--- src/rtl/serial_add_sub.sv ---
// serial_add_sub: bit-serial WIDTH-bit adder/subtractor, LSB first.
// One full-adder slice (two half-adder cells + OR) plus a carry flop;
// one operand bit per clock, WIDTH clocks per operation.
// Optional feature macro: SERIAL_ADD_SUB_OVERFLOW_EN adds a signed
// overflow output captured on the final bit step.

// Half-adder cell: the building block of the serial slice.
module serial_add_sub_ha (
  input  logic x,
  input  logic y,
  output logic s,
  output logic c
);
  assign s = x ^ y;
  assign c = x & y;
endmodule

module serial_add_sub #(
  parameter int WIDTH = 8
) (
  input  logic             clk,
  input  logic             rst,
  input  logic             start,
  input  logic             sub,
  input  logic [WIDTH-1:0] a,
  input  logic [WIDTH-1:0] b,
  output logic             busy,
  output logic             done,
  output logic [WIDTH-1:0] result,
`ifdef SERIAL_ADD_SUB_OVERFLOW_EN
  output logic             overflow,
`endif
  output logic             carry_out
);

  localparam int CW = $clog2(WIDTH) + 1;
  localparam logic [CW-1:0] LAST = CW'(WIDTH - 1);

  typedef enum logic [1:0] {IDLE, RUN, DONE} state_t;

  state_t           state;
  logic [WIDTH-1:0] a_sh;
  logic [WIDTH-1:0] b_sh;
  // Holds the WIDTH-1 sum bits already produced; the final bit is
  // concatenated on the last step, so no slot is wasted.
  logic [WIDTH-2:0] r_sh;
  logic [WIDTH-2:0] r_sh_nxt;
  logic             carry_ff;
  logic [CW-1:0]    count;

  // Full-adder slice built from two half-adder cells and an OR.
  logic s0, c0, s, c1, c;

  serial_add_sub_ha u_ha0 (.x(a_sh[0]), .y(b_sh[0]), .s(s0), .c(c0));
  serial_add_sub_ha u_ha1 (.x(s0),      .y(carry_ff), .s(s), .c(c1));

  assign c = c0 | c1;

  // Sum shift register: new bit enters at the MSB, older bits move down.
  generate
    if (WIDTH > 2) begin : g_rsh
      assign r_sh_nxt = {s, r_sh[WIDTH-2:1]};
    end else begin : g_rsh1
      assign r_sh_nxt = s;
    end
  endgenerate

  // Control FSM and datapath registers; rst wins over any operation.
  always_ff @(posedge clk) begin
    if (rst) begin
      state     <= IDLE;
      busy      <= 1'b0;
      done      <= 1'b0;
      result    <= '0;
      carry_out <= 1'b0;
      a_sh      <= '0;
      b_sh      <= '0;
      r_sh      <= '0;
      carry_ff  <= 1'b0;
      count     <= '0;
`ifdef SERIAL_ADD_SUB_OVERFLOW_EN
      overflow  <= 1'b0;
`endif
    end else begin
      case (state)
        IDLE, DONE: begin
          // DONE accepts start like IDLE so operations can run back-to-back.
          done <= 1'b0;
          if (start) begin
            a_sh     <= a;
            b_sh     <= sub ? ~b : b;
            carry_ff <= sub;      // the +1 of two's-complement subtraction
            count    <= '0;
            busy     <= 1'b1;
            state    <= RUN;
          end else begin
            state <= IDLE;
          end
        end
        RUN: begin
          a_sh     <= a_sh >> 1;
          b_sh     <= b_sh >> 1;
          r_sh     <= r_sh_nxt;
          carry_ff <= c;
          count    <= count + 1'b1;
          if (count == LAST) begin
            result    <= {s, r_sh};
            carry_out <= c;
`ifdef SERIAL_ADD_SUB_OVERFLOW_EN
            // carry_ff is the carry into the MSB on this step.
            overflow  <= carry_ff ^ c;
`endif
            busy      <= 1'b0;
            done      <= 1'b1;
            state     <= DONE;
          end
        end
        default: begin
          state <= IDLE;
          busy  <= 1'b0;
          done  <= 1'b0;
        end
      endcase
    end
  end

endmodule

--- config.mk ---
export PLATFORM = sky130hd
export DESIGN_NAME = serial_add_sub
export DESIGN_NICKNAME = d
export VERILOG_FILES = /design/src/rtl/serial_add_sub.sv
export SDC_FILE = /design/constraint.sdc
export NUM_CORES = 1
export LEC_CHECK = 0
export ABC_AREA = 0
export CORE_UTILIZATION = 54
export CTS_BUF_LIST = sky130_fd_sc_hd__clkbuf_8
export DETAILED_ROUTE_END_ITERATION = 16
export HOLD_SLACK_MARGIN = 0.08
export PLACE_DENSITY = 0.92
export SLEW_MARGIN = 20
export SYNTH_ARGS = -nofsm -noshare
export SYNTH_HDL_FRONTEND = slang
export SYNTH_SLANG_ARGS = --single-unit
--- constraint.sdc ---
create_clock -name clk -period 1.3 [get_ports clk]
set_input_delay 0.39 -clock clk [delete_from_list [all_inputs] [get_ports clk]]
set_output_delay 0.39 -clock clk [all_outputs]
set_load 0.01 [all_outputs]
---- Word level (Yosys, flattened, before mapping) ----
Cells that the tools add are included.
storage, ports and cells
  memories kept ........................... 0
  bits of input ports ..................... 20
  bits in latches ......................... 0
  bits in writable memories ............... 0
  memory bits (read-only) ................. 0
  flip-flop bits (word level) ............. 41
cells by class
  order comparisons ....................... 0
  $mul .................................... 0
  shift-type cells ........................ 0
  reductions and logical operators ........ 7
  multiplexer cells ....................... 15
  div/mod/pow operators ................... 0
  bitwise gates (word level) .............. 7
  eq/ne operators ......................... 5
  add/subtract/negate cells ............... 1
operator list
  cell                   number
  $pmux W8 S2            2
  $mux W8                3
  $not A8 Y8             1
  $pmux W4 S2            1
  $reduce_and A2 Y1      3
  $add A4 B1 Y4 const B  1
  $eq A4 B3 Y1 const B   1
  $mux W1                4
  $mux W4                1
  $ne A2 B2 Y1 const B   2
  $pmux W1 S2            2
  $pmux W2 S2            1
  $reduce_or A2 Y1       2
  $and A1 B1 Y1          2
  $eq A2 B1 Y1 const B   1
  $eq A2 B2 Y1 const B   1
  $logic_not A2 Y1       1
  $mux W2                1
  $reduce_bool A2 Y1     1
  $xor A1 B1 Y1          2
  $not A1 Y1             1
  $or A1 B1 Y1           1

---- Depth between registers and ports, before layout ----
  depth in word-level cells ............... 4
  mapped depth ............................ 5
  depth with buffers taken out ............ 4

---- Cells and area by module ----
From an unflattened synthesis, not the netlist that was laid out.
unflattened totals
  cells, all modules ...................... 191
  area, all modules ....................... 1725.4 µm²
by module, submodules not included
  module             times used  area an instance (µm²)  cells an instance
  serial_add_sub     1           1700.4                  189
  serial_add_sub_ha  2           12.5                    1

---- Worst setup path after synthesis ----
OpenSTA, ideal clock, no wires.
  kind .................................... input -> register
  start point ............................. input port start
  end point ............................... register count[3]
  setup time .............................. 0.121 ns
  slack ................................... 0.134 ns
  stages on the path ...................... 4
  data arrival time ....................... 1.046 ns
  data required time ...................... 1.179 ns
  path buffers ............................ 1
  path through ............................ nor2b_1 -> buf_2 -> nor3b_1 -> mux2_2
between the ends
  cells in the longest elaborated chain, start to end .. 2
ends and longest elaborated chain
  element                      line  text
  from (decl)                  23    input logic start,
  $ne A2 B2 Y1 (no line)       n/a
  $reduce_and A2 Y1 (no line)  n/a
  to (signal assigned)         105   count <= count + 1'b1;
  to (decl)                    49    logic [CW-1:0] count;
Every way passes these cells.
A chain may end at the register's enable or synchronous reset.

---- Worst setup path in the final report ----
  start point ............................. register busy
  end point ............................... output port busy
RTL lines
  element                 line  text
  from (decl)             27    output logic busy,
  from (signal assigned)  72    busy <= 1'b0;
  from (signal assigned)  94    busy <= 1'b1;
  from (signal assigned)  113   busy <= 1'b0;
No word-level cell between the ends.

==> results.md <==
* Crit-path max FO at 2
* Total gr overflow at 0
* Main combinational cell family by area after synthesis: compound AO/OA/AOI/OAI gates
* Initial Utilization at 0.568
* Routed wire per std cell at 13.2 um
* Total Wirelength at 3670 um
* Worst EP arrival at approximately 0.87 ns
* Hold Crit Class: reg2reg
* Skew final at approximately 0.0076 ns
* Commonest non-fill, non-tap cell in the layout: dfxtp_1
* Mean Syn Cell Area at 8.73 um^2
* Status: complete, no violations
* Final max-slew violation count at 0
* Clock Pin Slew Worst Setup and Hold Paths at 0.08 ns
* Final Power at 2.54 mW
* Least-Margin Pin Slew at between 0.2 and 0.25 ns
* CTS tree: done
* Die ar. at 0.00342 mm^2
* Initial antenna violation count at 0
* Worst-skew pair later-pin latency at about 0.29 ns
* CP startpoint kind: flop
* Worst path cell trace: dlygate4sd2_1
* Die Wd at 58.4 um
* Port bufs at 30
* Final worst path period need at about 1.3 ns
* CP Buf/Inv Count at 1
* Antenna-violating nets left at 0
* CTS buffer count at 5
* WS Path Type: reg2out
* Detailed Place HPWL at between 2000 and 2500 um
* Post-Synthesis Cells at 197
* Post-Synth Simple-Gate Area at 0.169
* Critical path's largest stage delay at 0.32 ns
* FF+latch count, synth at between 40 and 50
* Share of cells above drive strength 1 at 0.159
* Post-Synth XOR/XNOR Area at 0.0407
* Syn-to-layout area delta at 30.0%
* Most frequent cells in the layout: dfxtp_1, a21oi_1, nand3_1
* CP max stage cell: dfxtp_1
* Unrepaired setup endpoints after global routing: false
* Post-layout worst setup margin at between 0.04 and 0.05 ns
* N_diodes at 0
* Slew headroom at 0.850
* Adder and majority cell fraction of the synthesized area at 0.0189
* Max VDD drop at roughly 0.00081 V
* Pre-CTS worst setup slack at -0.338 ns
* Gpl congestion at 0.724
* First-pass detailed-route iteration total at 5
* Site Rows at 20
* Total Routing Usage GR at 0.234
* Part of the cycle the worst path needs at 0.968
* Setup TNS Final at 0 ns
* Synth Area in Compound Gates at 0.214
* Max Cap Violations at 0
* Htree depth at 2
* Yosys warning total at 0
* CP required at just over 0.9 ns
* CTS Sinks at between 40 and 50
* DR DRC count at 0
* CTS root buf: clkbuf_8
* Drt initial violations at between 70 and 80
* Fmax at between 700 and 800 MHz
* Vias in the first global route at approximately 1,400
* Netlist cell types at 26
* CORE AREA at 0.00303 mm^2
* Pwr/cell area at about 1100 mW/mm^2
* Via density at roughly 5.6
* CP delay by family, top: flip-flops
* Largest net degree at the start of global routing at 22
* Leakage at about 0.84 nW
* Final #Nets at 255
* Vias at around 1,600
* Die height at 58.4 um
* First-pass GRT wire length at approximately 6000 um
* Mapped cell area at 0.00172 mm^2
* Multiplexer share of the synthesized area at 0.0153
* Synthesized Nets at approximately 220
* Hold Vio Cnt, Final at 0
* Max Root-Sink Buffers at 2
* Sequential share of the synthesized area at 0.477
* Endpoint type of the worst setup path: primary output
* # setup viols final at 0
* I/O pin count at 31
==> flip-flops by register name, summed over array words and instances, names as in the netlist <==
name       cells
count          4
a_sh           8
done           1
busy           1
r_sh           7
carry_ff       1
b_sh           8
result         8
state          2
carry_out      1
==> where the power goes <==
part / switching (mW) / internal [mW] / total [mW]
clock network: 0.413 / 0.419 / 0.833
registers: 0.0327 / 1.31 / 1.34
logic: 0.184 / 0.179 / 0.362
total: 0.630 / 1.91 / 2.54
==> path summary, 6_finish.rpt <==
kind                                start        end  slack, ns  depth (start not counted)
worst max register to register   carry_ff  result[7]       0.10                          3
worst max-delay path                 busy       busy       0.04                          1
worst min register to register  result[4]  result[4]       0.47                          2
worst min-delay path            result[4]  result[4]       0.47                          2
==> kinds of logic after synthesis <==
group,Yosys count
AO/OA/AOI/OAI,64
AND/OR/NAND/NOR,60
flip-flops,41
buffers and inverters,20
XOR/XNOR,8
multiplexers,2
adder cells (fa/ha/maj),2
==> through the flow <==
step | cell area (um^2) | std cells | util | hold slack, ns
5_1_grt | 2240 | 277 | 0.739 | 0.489
6_report | 2240 | 277 | 0.739 | 0.471
4_1_cts | 2210 | 277 | 0.729 | 0.470
2_1_floorplan | 1720 | 197 | - | 0.437
3_3_place_gp | 2110 | 269 | 0.698 | 0.447
3_5_place_dp | 2110 | 269 | 0.698 | 0.460
==> layout make-up <==
class | count | area [um^2]
Clock inverter | 1 | 7.51
Multi-Input combinational cell | 136 | 813
Clock buffer | 6 | 82.6
Sequential cell | 41 | 825
Timing Repair Buffer | 49 | 454
Fill cell | 241 | 791
Tap cell | 44 | 55.1
==> Yosys cell counts <==
cell type,n,share of area
xor2_1,8,0.041
nor3b_1,1,0.0044
mux2_4,1,0.0087
dfxtp_1,41,0.48
buf_2,8,0.023
nor2b_1,1,0.0036
fa_1,1,0.012
nand3_1,28,0.081
o21ai_0,10,0.029
and2b_1,1,0.0044
ha_1,1,0.0073
nand2b_1,3,0.011
mux2_2,1,0.0065
a21oi_1,37,0.11
o21a_1,1,0.0044
a211oi_2,1,0.0073
a22oi_1,15,0.065
nor2_1,4,0.0087
nand4_1,1,0.0036
clkbuf_1,6,0.013
nand3b_1,1,0.0044
buf_6,1,0.0065
nand2_1,17,0.037
buf_4,5,0.022
nor3_1,2,0.0058
and3b_1,1,0.0051
==> routing by layer <==
layer  track usage  part of all wire  vias up
met4        0.0952            0.0093        0
met2         0.396              0.52       43
met3        0.0681             0.035        5
met1         0.279              0.43      738
met5             0                 0        -
li1              -                 -      764
==> repair_timing <==
| item | CTS | global route |
|---|---|---|
| pin swaps | 1 | 2 |
| gates resized for setup | 14 | 17 |
| setup buffers | 2 | 0 |
| hold buffers | 0 | 0 |
| endpoints found under the setup margin | 26 | 25 |
| gates cloned | 0 | 0 |
==> tightest hold or removal path, stage by stage, from the launching register on <==
cell	delay [ns]
dfxtp_1	0.31
o21ai_0	0.06
a21oi_1	0.06
(Power assumes the default switching activity.)
